==> src/rtl/rfile_seq_ctrl.sv <==
// rfile_seq_ctrl: sequences three anchor exponent lookups and a solver run per start request.
// Define RFILE_TIMEOUT_EN to abort a stalled lookup after TMO_CYC cycles with err=1.
module rfile_seq_ctrl #(
    parameter int TMO_CYC = 15,
    parameter int EXP_W   = 12
) (
    input  logic             clk,
    input  logic             rst,
    input  logic             start,
    input  logic [19:0]      rssiA,
    input  logic [19:0]      rssiB,
    input  logic [19:0]      rssiC,
    output logic             exp_req,
    output logic [1:0]       exp_sel,
    output logic [EXP_W-1:0] exp_out,
    input  logic [15:0]      value_in,
    input  logic             value_vld,
    output logic [15:0]      valA,
    output logic [15:0]      valB,
    output logic [15:0]      valC,
    output logic             solve_start,
    input  logic             solve_done,
    output logic             busy,
    output logic             out_valid,
    output logic             err
);
    localparam logic [3:0] IDLE   = 4'd0;
    localparam logic [3:0] REQ_A  = 4'd1;
    localparam logic [3:0] WAIT_A = 4'd2;
    localparam logic [3:0] REQ_B  = 4'd3;
    localparam logic [3:0] WAIT_B = 4'd4;
    localparam logic [3:0] REQ_C  = 4'd5;
    localparam logic [3:0] WAIT_C = 4'd6;
    localparam logic [3:0] SOLVE  = 4'd7;
    localparam logic [3:0] WAIT_S = 4'd8;
    localparam logic [3:0] DONE   = 4'd9;

    logic [3:0]       state_q, state_d;
    logic [1:0]       sel_q, sel_d;
    logic [EXP_W-1:0] out_q, out_d;
    logic [EXP_W-1:0] rb_q, rb_d, rc_q, rc_d;
    logic [15:0]      va_q, va_d, vb_q, vb_d, vc_q, vc_d;
    logic             waiting;
    logic             unused_bits;

    // Anchor A's exponent goes straight to exp_out on the start edge, so only B and C are held.
    assign unused_bits = ^{rssiA[19-EXP_W:0], rssiB[19-EXP_W:0], rssiC[19-EXP_W:0]};
    assign waiting     = state_q inside {WAIT_A, WAIT_B, WAIT_C};
    assign exp_req     = state_q inside {REQ_A, REQ_B, REQ_C};
    assign solve_start = state_q == SOLVE;
    assign busy        = state_q != IDLE;
    assign out_valid   = state_q == DONE;
    assign exp_sel     = sel_q;
    assign exp_out     = out_q;
    assign valA        = va_q;
    assign valB        = vb_q;
    assign valC        = vc_q;

`ifdef RFILE_TIMEOUT_EN
    logic [7:0] cnt_q, cnt_d;
    logic       err_q, err_d;
    assign err = err_q;
`else
    logic unused_tmo;
    assign unused_tmo = ^TMO_CYC;
    assign err = 1'b0;
`endif

    always_comb begin
        state_d = state_q;
        sel_d   = sel_q;
        out_d   = out_q;
        rb_d    = rb_q;
        rc_d    = rc_q;
        va_d    = va_q;
        vb_d    = vb_q;
        vc_d    = vc_q;
`ifdef RFILE_TIMEOUT_EN
        cnt_d   = cnt_q;
        err_d   = 1'b0;
`endif
        case (state_q)
            IDLE: if (start) begin
                state_d = REQ_A;
                rb_d    = rssiB[19 -: EXP_W];
                rc_d    = rssiC[19 -: EXP_W];
                sel_d   = 2'd0;
                out_d   = rssiA[19 -: EXP_W];
            end
            REQ_A:  state_d = WAIT_A;
            WAIT_A: if (value_vld) begin
                va_d    = value_in;
                state_d = REQ_B;
                sel_d   = 2'd1;
                out_d   = rb_q;
            end
            REQ_B:  state_d = WAIT_B;
            WAIT_B: if (value_vld) begin
                vb_d    = value_in;
                state_d = REQ_C;
                sel_d   = 2'd2;
                out_d   = rc_q;
            end
            REQ_C:  state_d = WAIT_C;
            WAIT_C: if (value_vld) begin
                vc_d    = value_in;
                state_d = SOLVE;
            end
            SOLVE:  state_d = WAIT_S;
            WAIT_S: state_d = solve_done ? DONE : WAIT_S;
            default: state_d = IDLE;
        endcase
`ifdef RFILE_TIMEOUT_EN
        if (exp_req) cnt_d = '0;
        else if (waiting && !value_vld) begin
            if (cnt_q == 8'(TMO_CYC - 1)) begin
                state_d = DONE;
                err_d   = 1'b1;
            end else cnt_d = cnt_q + 8'd1;
        end
`endif
    end

    always_ff @(posedge clk or negedge rst) begin
        if (!rst) begin
            state_q <= IDLE;
            sel_q   <= '0;
            out_q   <= '0;
            rb_q    <= '0;
            rc_q    <= '0;
            va_q    <= '0;
            vb_q    <= '0;
            vc_q    <= '0;
`ifdef RFILE_TIMEOUT_EN
            cnt_q   <= '0;
            err_q   <= 1'b0;
`endif
        end else begin
            state_q <= state_d;
            sel_q   <= sel_d;
            out_q   <= out_d;
            rb_q    <= rb_d;
            rc_q    <= rc_d;
            va_q    <= va_d;
            vb_q    <= vb_d;
            vc_q    <= vc_d;
`ifdef RFILE_TIMEOUT_EN
            cnt_q   <= cnt_d;
            err_q   <= err_d;
`endif
        end
    end
endmodule

==> config.mk <==
export PLATFORM = sky130hd
export DESIGN_NAME = rfile_seq_ctrl
export DESIGN_NICKNAME = d
export VERILOG_FILES = /design/src/rtl/rfile_seq_ctrl.sv
export SDC_FILE = /design/constraint.sdc
export NUM_CORES = 1
export LEC_CHECK = 0
export ABC_AREA = 1
export BUFFER_PORTS_ARGS = -buffer_cell sky130_fd_sc_hd__buf_2
export CAP_MARGIN = 20
export CORE_MARGIN = 10
export CORE_UTILIZATION = 25
export DETAILED_ROUTE_END_ITERATION = 8
export GPL_TIMING_DRIVEN = 1
export PLACE_DENSITY = 0.57
export SLEW_MARGIN = 20
export SYNTH_ARGS = -nofsm -noshare
export SYNTH_HDL_FRONTEND = slang
export SYNTH_SLANG_ARGS = --single-unit
==> constraint.sdc <==
create_clock -name clk -period 2.26 [get_ports clk]
set_clock_uncertainty 0.15 [all_clocks]
set_input_delay 0 -clock clk [delete_from_list [all_inputs] [get_ports clk]]
set_output_delay 0 -clock clk [all_outputs]
set_load 0.02 [all_outputs]
==> summary.md, run 1 <==
| Metric | Value |
|---|---|
| Final Cycle Share | 0.908 |
| Final nets | a little over 700 |
| Worst Tran Pin Value | 575 ps |
| P_sw | approximately 0.0035 W |
| Asr flop ratio synth | 1.00 |
| Clock Sinks | 90 |
| Clk pin slew, worst setup/hold paths | around 70 ps |
| Worst-path maximum fanout | 25 |
| Worst stage delay on the critical path | 490 ps |
| Commonest cells in the netlist | 155 x nand2_1, 90 x dfrtp_1, 65 x nand3_1 |
| Hold WC Path Type | in -> reg |
| Switching share of power | 0.445 |
| Detailed Routing Iterations Pass 1 | 5 |
| Mapped Cells | 460 |
| Seq/Total Area, Yosys | 0.577 |
| Endpoints failing hold | 0 |
| Top achievable clock speed | roughly 490 MHz |
| Antenna-violating nets left | 0 |
| Min Hold Slack | between 30 and 40 ps |
| Period minus WS final | 2050 ps |
| I/O Pins | about 150 |
| ANT cells | 0 |
| DRC | 0 |
| CP Launch Type | flip-flop |
| Internal power | ~0.0043 W |
| Starting Density | 0.256 |
| Core ar. | 0.0153 mm2 |
| Via count | roughly 3500 |
| Worst Setup End Kind | output pin |
| CTS root buf | clkbuf_16 |
| Syn-to-layout area delta | 43.3% |
| CP cell instances | nor2_4 > inv_2 > nor2_4 > buf_4 > inv_1 > buf_2 |
| Final WS setup | between 200 and 250 ps |
| Syn avg cell area | around 8.5 um2 |
| Status | finished clean |
| Main synth FF type | dfrtp_1 |
| Vias in the first global route | between 3000 and 4000 |
| Total Routing Usage GR | 0.116 |
| Max Cap Viol | 0 |
| Crit-path most repeated cell | nor2_4 |
| Later-pin clock latency in the skew report | about 340 ps |
| Share of cells above drive strength 1 | 0.258 |
| Remaining Overflow, GRT | 0 |
| Setup TNS | 0 ps |
| Row cnt | 45 |
| Total Power | around 0.0078 W |
| RSZ-0062 raised after global routing | no |
| Routed WL | about 12000 um |
| CTS tree | yes |
| First-pass GRT wire length | 19700 um |
| Pleak | 2.97 nW |
| Post-DP HPWL | ~8700 um |
| Peak VDD IR | 0.000405 V |
| I/O Buffers | between 100 and 150 |
| Slew Limit Fails | 0 |
| Comb pwr share | 0.457 |
| FILL cells | between 1500 and 2000 |
| Count leader, synth | nand2_1 |
| Vias/cell | 4.15 |
| Width of the chip | between 100 and 150 um |
| Synthesized flop and latch total | 90 |
| Synth cell types | 27 |
| Die Height | 145 um |
| Leading area contributor after synthesis | dfrtp_1 |
| Largest cells by area after synthesis | dfrtp_1 58%, nand2_1 15%, nand3_1 8.3% |
| Global Route met2 Usage | 0.192 |
| Number of synthesized flops with an enable pin | 0 |
| Dpl ws | 337 ps |
| Placer Congestion | roughly 0.73 |
| Largest net degree at the start of global routing | between 40 and 50 |
| Power share of the clock group | 0.186 |
| Syn Std Cell Area | approximately 0.004 mm2 |
| Htree depth | 3 |
| Initial antenna violation count | 0 |
| Top-area cell type share of the netlist area | 0.577 |
| Met1 Use GR | 0.141 |
| Global routing usage on met3 | 0.0255 |
| Final setup violation count | 0 |
| GRT Max-Usage Layer | met2 |
| Kind of critical path | reg -> out |
| TritonCTS Buffers | 9 |
| CTS Buffer Depth | 2 |
| PD cells | ~1400 mW/mm2 |
| Post-Synthesis Net Count | around 540 |
| Share of power burned in registers | 0.357 |
| Die area | between 0.02 and 0.025 mm2 |
| Relative slew margins | 0.617 |
| Fin util | 0.367 |
| Setup bufs post-CTS | 0 |
| DR WL/cell | roughly 14 um |
| Slowest-stage cell, CP | dfrtp_1 |
| CP arrival | between 1500 and 2000 ps |
| Yosys Warn Count | 0 |
| 1st-iter DRT viols | 153 |
| Worst Path Required | 2110 ps |
## worst max-delay path: cells and delay by family (launching register included)
kind	cells	cell delay [ps]
buffers and inverters	4	580
flip-flops	1	490
AND/OR/NAND/NOR	2	480
## layout make-up
| cell class | instances | area (um2) | share of cell area |
|---|---|---|---|
| Timing Repair Buffer | 190 | 1280 | 0.228 |
| Clock inverter | 7 | 61.3 | 0.0110 |
| Inverter | 39 | 146 | 0.0262 |
| Sequential cell | 90 | 2250 | 0.403 |
| Tap cell | 211 | 264 | 0.0472 |
| Multi-Input combinational cell | 305 | 1370 | 0.245 |
| Clock buffer | 9 | 225 | 0.0403 |
## what timing repair did
action | in CTS | in global routing
gates resized for setup | 0 | 1
endpoints found under the hold margin | 175 | 0
hold buffers | 56 | 0
endpoints found under the setup margin | 0 | 1
## path summary, 6_finish.rpt
path,from,to,slack [ps],cells past startpoint
min in group asynchronous,rst,valB[4]$_DFFE_PN0P_,60,2
worst max register to register,state_q[3]$_DFFE_PN0P_,state_q[0]$_DFFE_PN0P_,260,5
worst min-delay path,start,rb_q[5]$_DFFE_PN0P_,40,4
worst max-delay path,state_q[3]$_DFFE_PN0P_,busy,210,6
max in group asynchronous,rst,exp_out[2]$_DFFE_PN0P_,1280,3
worst min register to register,exp_sel[0]$_DFFE_PN0P_,exp_sel[0]$_DFFE_PN0P_,320,2
## power by group through the flow
stage / registers (W) / logic (W) / clock network (W)
2_1_floorplan: 0.00338 / 0.00177 / 0
3_3_place_gp: 0.00277 / 0.00350 / 0
3_5_place_dp: 0.00279 / 0.00353 / 0
4_1_cts: 0.00277 / 0.00363 / 0.00150
5_1_grt: 0.00288 / 0.00402 / 0.00156
6_report: 0.00277 / 0.00354 / 0.00144
## layout by cell type, fill, tap and decap left out, drive strengths merged
| master | synthesis | layout |
|---|---|---|
| inv | 39 | 42 |
| nor3 | 1 | 1 |
| nand3b | 1 | 1 |
| buf | 19 | 134 |
| nand3 | 66 | 66 |
| clkbuf | 7 | 9 |
| clkinv | 0 | 3 |
| conb | 1 | 1 |
| nor3b | 1 | 1 |
| dfrtp | 90 | 90 |
| a22oi | 1 | 1 |
| a21oi | 16 | 16 |
| nor2 | 25 | 25 |
| a31o | 1 | 1 |
| clkinvlp | 0 | 1 |
| dlygate4sd3 | 0 | 56 |
| nor4 | 1 | 1 |
| and3 | 1 | 1 |
| o21ai | 33 | 33 |
| nand2 | 157 | 157 |
## per-stage QoR
stage               instances  cell area [um2]
CTS                       851             5590
detailed placement        779             4740
global route              851             5590
finish                    851             5590
global placement          779             4740
floorplan                 460             3900
## sequential cells by signal, summed over array words and instances, names as in the netlist
signal	flops
state_q	4
valB	16
rb_q	12
rc_q	12
exp_out	12
valA	16
exp_sel	2
valC	16
## per-layer routing
metal | up-vias | part of all wire | routed length, um
met5 | - | 0 | 0
met4 | 0 | 0.018 | 220
met3 | 11 | 0.049 | 595
met2 | 84 | 0.48 | 5830
met1 | 1627 | 0.45 | 5400
li1 | 1810 | - | -
## kinds of logic after synthesis
family	synth area share
other	0.000961
flip-flops	0.577
buffers and inverters	0.0737
AND/OR/NAND/NOR	0.281
AO/OA/AOI/OAI	0.0670
No activity file was read; power rests on OpenSTA's default activity.
==> run 2, diff against run 1 <==
Settings changed: PLACE_DENSITY 0.57 to not set.
==> run 2 against run 1 <==
Effect of this change:
- final cell count down 0.12%
- global-route usage fell by 0.33 points
- sequential cell count is the same
- power grew 3.6%
- via count shrank 1.4%
- non-clock buffer count decreased by 1
- design area increased by 0.56%
- largest power group unchanged
==> summary.md, run 2 (synthesis results as in run 1) <==
| Metric | Value |
|---|---|
| Final nets | a little over 700 |
| Share of power burned in registers | 0.344 |
| Via count | between 3000 and 4000 |
| Gates resized, CTS repair | 0 |
| Max Cap Viol | 0 |
| Placer Congestion | 0.736 |
| I/O Buffers | between 100 and 150 |
| Post-DP HPWL | roughly 8500 um |
| Final setup violation count | 0 |
| CP arrival | roughly 1900 ps |
| Met1 Use GR | 0.146 |
| Starting Density | 0.256 |
| Most frequent cells in the layout | 155 x nand2_1, 121 x buf_2, 90 x dfrtp_1 |
| PD cells | about 1400 mW/mm2 |
| Switching share of power | 0.431 |
| Largest net degree at the start of global routing | slightly below 60 |
| Clk pin slew, worst setup/hold paths | around 70 ps |
| Global Route met2 Usage | 0.183 |
| Crit path from | state_q[0]$_DFFE_PN0P_ |
| ANT cells | 0 |
| Htree depth | 3 |
| Syn-to-layout area delta | 44.1% |
| CP Launch Type | flip-flop |
| Comb pwr share | 0.448 |
| Row cnt | between 40 and 50 |
| Total Routing Usage GR | 0.112 |
| Final Cycle Share | 0.909 |
| CTS root buf | clkbuf_16 |
| Kind of critical path | reg -> out |
| Remaining Overflow, GRT | 0 |
| Initial antenna violation count | 0 |
| CTS Buffer Depth | 2 |
| Setup bufs post-CTS | 0 |
| Pleak | approximately 3 nW |
| Die Height | between 100 and 150 um |
| Die area | about 0.021 mm2 |
| RSZ-0062 raised after global routing | no |
| Most common cell after layout, fill and taps aside | nand2_1 |
| Core ar. | between 0.015 and 0.02 mm2 |
| First-pass GRT wire length | approximately 19000 um |
| Later-pin clock latency in the skew report | between 300 and 400 ps |
| Slew Limit Fails | 0 |
| Worst Path Required | around 2100 ps |
| Detailed Routing Iterations Pass 1 | 4 |
| Worst stage delay on the critical path | ~460 ps |
| Power share of the clock group | 0.209 |
| Clock Sinks | 90 |
| GRT Max-Usage Layer | met2 |
| Status | finished clean |
| Worst-path maximum fanout | 25 |
| CP cell instances | nor2_2 > inv_2 > nor2_4 > buf_4 > inv_1 > buf_2 |
| Vias in the first global route | roughly 3500 |
| CTS tree | yes |
| Endpoints failing hold | 0 |
| Setup TNS | 0 ps |
| Global routing usage on met3 | 0.0171 |
| Hold WC Path Type | in -> async |
| DRC | 0 |
| 1st-iter DRT viols | 210 |
| Slowest-stage cell, CP | dfrtp_1 |
| DR WL/cell | 14.2 um |
| Period minus WS final | roughly 2100 ps |
| I/O Pins | around 150 |
| Width of the chip | 145 um |
| P_sw | approximately 0.0035 W |
| Vias/cell | about 4 |
| Top achievable clock speed | between 400 and 500 MHz |
| Total Power | 0.00804 W |
| FF-to-FF Start | state_q[0]$_DFFE_PN0P_ |
| Internal power | approximately 0.0046 W |
| TritonCTS Buffers | 9 |
| Worst reg-to-reg path cell count | 6 |
| Worst Setup End Kind | output pin |
| Peak VDD IR | roughly 0.00038 V |
| Share of cells above drive strength 1 | 0.258 |
| Routed WL | between 10000 and 15000 um |
| Antenna-violating nets left | 0 |
## run 2: critical path: cells and delay by family (launching register included)
kind                   cells  cell delay, ps
buffers and inverters      4             570
DFF                        1             460
and+or+nand+nor            2             530
## run 2: final cells by class
class                   count  area [um2]
flip-flops and latches     90        2250
clock inverters             6        93.8
repair buffers            189        1270
clock buffers              10         239
multi-input cells         305        1360
well taps                 211         264
fillers                  1585        9630
inverters                  39         146
## run 2: final timing paths
check / end / slack [ps]
worst max register to register: rb_q[7]$_DFFE_PN0P_ / 420
min in group clk: rb_q[5]$_DFFE_PN0P_ / 20
worst min register to register: exp_sel[1]$_DFFE_PN0P_ / 310
worst max-delay path: busy / 210
max in group asynchronous: exp_out[7]$_DFFE_PN0P_ / 1280
worst min-delay path: valA[8]$_DFFE_PN0P_ / 8
## run 2: power by group through the flow
| stage | combinational (W) | sequential, W | clock (W) |
|---|---|---|---|
| after floorplan | 0.00177 | 0.00338 | 0 |
| after global placement | 0.00354 | 0.00276 | 0 |
| after detailed placement | 0.00359 | 0.00278 | 0 |
| after CTS | 0.00367 | 0.00276 | 0.00172 |
| after global routing | 0.00403 | 0.00288 | 0.00179 |
| final | 0.00360 | 0.00276 | 0.00168 |
## run 2: routing by layer
metal,share of wire,wire (um)
met2,0.48,5790
met3,0.035,426
met5,0,0
met1,0.47,5620
met4,0.018,216
## run 2: what timing repair did
action	in CTS	in global routing
endpoints found under the setup margin	0	0
endpoints found under the hold margin	175	0
hold buffers	55	0
## run 2: metrics by stage
| stage | utilization | setup WS, ps | instances | instance area (um2) | hold WS [ps] |
|---|---|---|---|---|---|
| after floorplan | - | 679 | 460 | 3900 | -446 |
| after global placement | 0.311 | 431 | 779 | 4740 | -174 |
| after detailed placement | 0.311 | 443 | 779 | 4740 | -171 |
| after CTS | 0.369 | 188 | 850 | 5620 | 0.116 |
| after global routing | 0.369 | 62.6 | 850 | 5620 | 36.8 |
| final | 0.369 | 205 | 850 | 5620 | 8.47 |
==> run 3, diff against run 2 <==
Settings changed: CELL_PAD_IN_SITES_DETAIL_PLACEMENT set to 0, CELL_PAD_IN_SITES_GLOBAL_PLACEMENT set to 1, PLACE_DENSITY_LB_ADDON set to 0.1.
==> run 3 against run 2 <==
Effect of this change:
- non-clock buffer count fell by 1
- worst setup slack got worse by 19 ps
- register-to-register slack got worse by 30 ps
- design area fell by 0.76%
- sequential share of layout area rose by 0.31 points
- sequential power barely moved
- clock power fell by 11%
- die area did not move
- critical path depth did not move
- combinational power fell by 3%
- via count rose by 1.5%
- critical path type unchanged
- largest power group unchanged
==> summary.md, run 3 (synthesis results as in run 1) <==
| Metric | Value |
|---|---|
| Status | finished clean |
| CTS root buf | clkbuf_16 |
| Share of cells above drive strength 1 | 0.257 |
| Vias in the first global route | between 3000 and 4000 |
| Dpl cells | 778 |
| Post-DP HPWL | 8760 um |
| Kind of critical path | reg -> out |
| RSZ-0062 raised after global routing | no |
| Endpoints failing hold | 0 |
| Worst Tran Pin Value | between 500 and 600 ps |
| FILL cells | ~1600 |
| Worst flop-to-flop path endpoint | rc_q[3]$_DFFE_PN0P_ |
| Initial antenna violation count | 0 |
| DR WL/cell | approximately 15 um |
| First-pass GRT wire length | around 21000 um |
| Largest net degree at the start of global routing | 55 |
| CP arrival | roughly 1900 ps |
| CTS tree | yes |
| Later-pin clock latency in the skew report | around 350 ps |
| Max Cap Viol | 0 |
| Placer Congestion | 0.736 |
| I/O Pins | roughly 150 |
| Worst Path Required | between 2000 and 2500 ps |
| Final Cycle Share | 0.917 |
| Final nets | ~710 |
| CTS Buffer Depth | 2 |
| Antenna-violating nets left | 0 |
| Via count | 3534 |
| FF-to-FF setup slack | ~390 ps |
| Detailed Routing Iterations Pass 1 | 4 |
| Min Hold Slack | between 20 and 25 ps |
| Hold WC Path Type | in -> reg |
| Post-layout instance area | roughly 0.0056 mm2 |
| Top achievable clock speed | 482 MHz |
| TritonCTS Buffers | 9 |
| Hold Crit Endpoint | rb_q[6]$_DFFE_PN0P_ |
| Final setup violation count | 0 |
| FF-to-FF Start | state_q[3]$_DFFE_PN0P_ |
| Slew Limit Fails | 0 |
| Starting Density | 0.256 |
| CP Launch Type | flip-flop |
| Die Height | 145 um |
| Core ar. | 0.0153 mm2 |
| Vias/cell | 4.16 |
| Width of the chip | about 140 um |
| Relative slew margins | 0.648 |
| Total Routing Usage GR | 0.122 |
| Final WS setup | 186 ps |
| Worst Setup End Kind | output pin |
| 1st-iter DRT viols | approximately 180 |
| Clock Sinks | 90 |
| Syn-to-layout area delta | 43.0% |
| I/O Buffers | 122 |
| Setup TNS | 0 ps |
| Htree depth | 3 |
| WL met3 | between 500 and 600 um |
| Clk pin slew, worst setup/hold paths | 70 ps |
| Met1 WL | just under 6000 um |
| Row cnt | 45 |
| Wire length on met2 | between 5000 and 6000 um |
| Routed WL | 12300 um |
| Peak VDD IR | ~0.00055 V |
| Worst hold path depth | 4 |
| Final Non-Filler Cells | ~850 |
| Max layer used | met4 |
| Worst reg-to-reg path cell count | 6 |
| PD cells | approximately 1400 mW/mm2 |
| Period minus WS final | a little over 2000 ps |
| Most common cell after layout, fill and taps aside | nand2_1 |
| Gates resized, CTS repair | 0 |
| Pleak | between 2 and 3 nW |
| Dpl ws | 344 ps |
| Setup bufs post-CTS | 0 |
| Placed cell area | ~0.0047 mm2 |
| ANT cells | 0 |
| DRC | 0 |
| Remaining Overflow, GRT | 0 |
| Most frequent cells in the layout | 155 x nand2_1, 121 x buf_2, 90 x dfrtp_1 |
| Die area | approximately 0.021 mm2 |
| Worst-path maximum fanout | 25 |
| Hold path start | start |
## run 3: cell count changes in the layout (fill, tap and decap cells not counted)
cell,previous run,this run
inv_6,2,1
bufinv_16,2,0
clkinv_2,1,0
inv_8,1,2
clkbuf_8,1,0
clkinv_4,0,2
buf_4,12,11
clkinv_8,0,1
clkinvlp_4,0,1
## run 3: cell type report
type,count,area (um2),share of cell area
well taps,211,264,0.0473
flip-flops and latches,90,2250,0.403
clock inverters,7,72.6,0.0130
repair buffers,188,1260,0.226
multi-input cells,305,1360,0.244
clock buffers,9,225,0.0403
inverters,39,146,0.0262
## run 3: stage by stage
step / utilization / power [W]
finish: 0.366 / 0.00779
detailed placement: 0.310 / 0.00636
CTS: 0.366 / 0.00797
floorplan: - / 0.00515
global route: 0.366 / 0.00854
global placement: 0.310 / 0.00631
## run 3: layer usage
layer	vias up	GRT usage
li1	1808	-
met4	0	0.0342
met1	1632	0.159
met2	83	0.189
met5	-	0
met3	11	0.0400
## run 3: what timing repair did
| item | in CTS | in global routing |
|---|---|---|
| hold buffers | 55 | 0 |
| endpoints found under the hold margin | 175 | 0 |
| endpoints found under the setup margin | 0 | 1 |
## run 3: worst max path at each step
stage                     cells past startpoint                    from                endpoint
after floorplan                               5  state_q[3]$_DFFE_PN0P_  state_q[3]$_DFFE_PN0P_
after CTS                                     6  state_q[3]$_DFFE_PN0P_                    busy
after detailed placement                      6  state_q[3]$_DFFE_PN0P_     rc_q[3]$_DFFE_PN0P_
after global routing                          6  state_q[3]$_DFFE_PN0P_                    busy
final                                         6  state_q[3]$_DFFE_PN0P_                    busy
after global placement                        6  state_q[3]$_DFFE_PN0P_     rc_q[0]$_DFFE_PN0P_
## run 3: worst max-delay path, stage by stage, from the launching register on
cell and delay [ps]:
dfrtp_1 490, nor2_4 370, inv_2 110, nor2_4 100, buf_4 270, inv_1 60
buf_2 160
## run 3: where the power goes
part / leakage (nW) / switching (W) / internal [W] / total [W]
Clock: 0.143 / 0.000714 / 0.000778 / 0.00149
Sequential: 1.11 / 0.000441 / 0.00235 / 0.00279
Combinational: 1.71 / 0.00234 / 0.00117 / 0.00350
Total: 2.96 / 0.00349 / 0.00430 / 0.00779
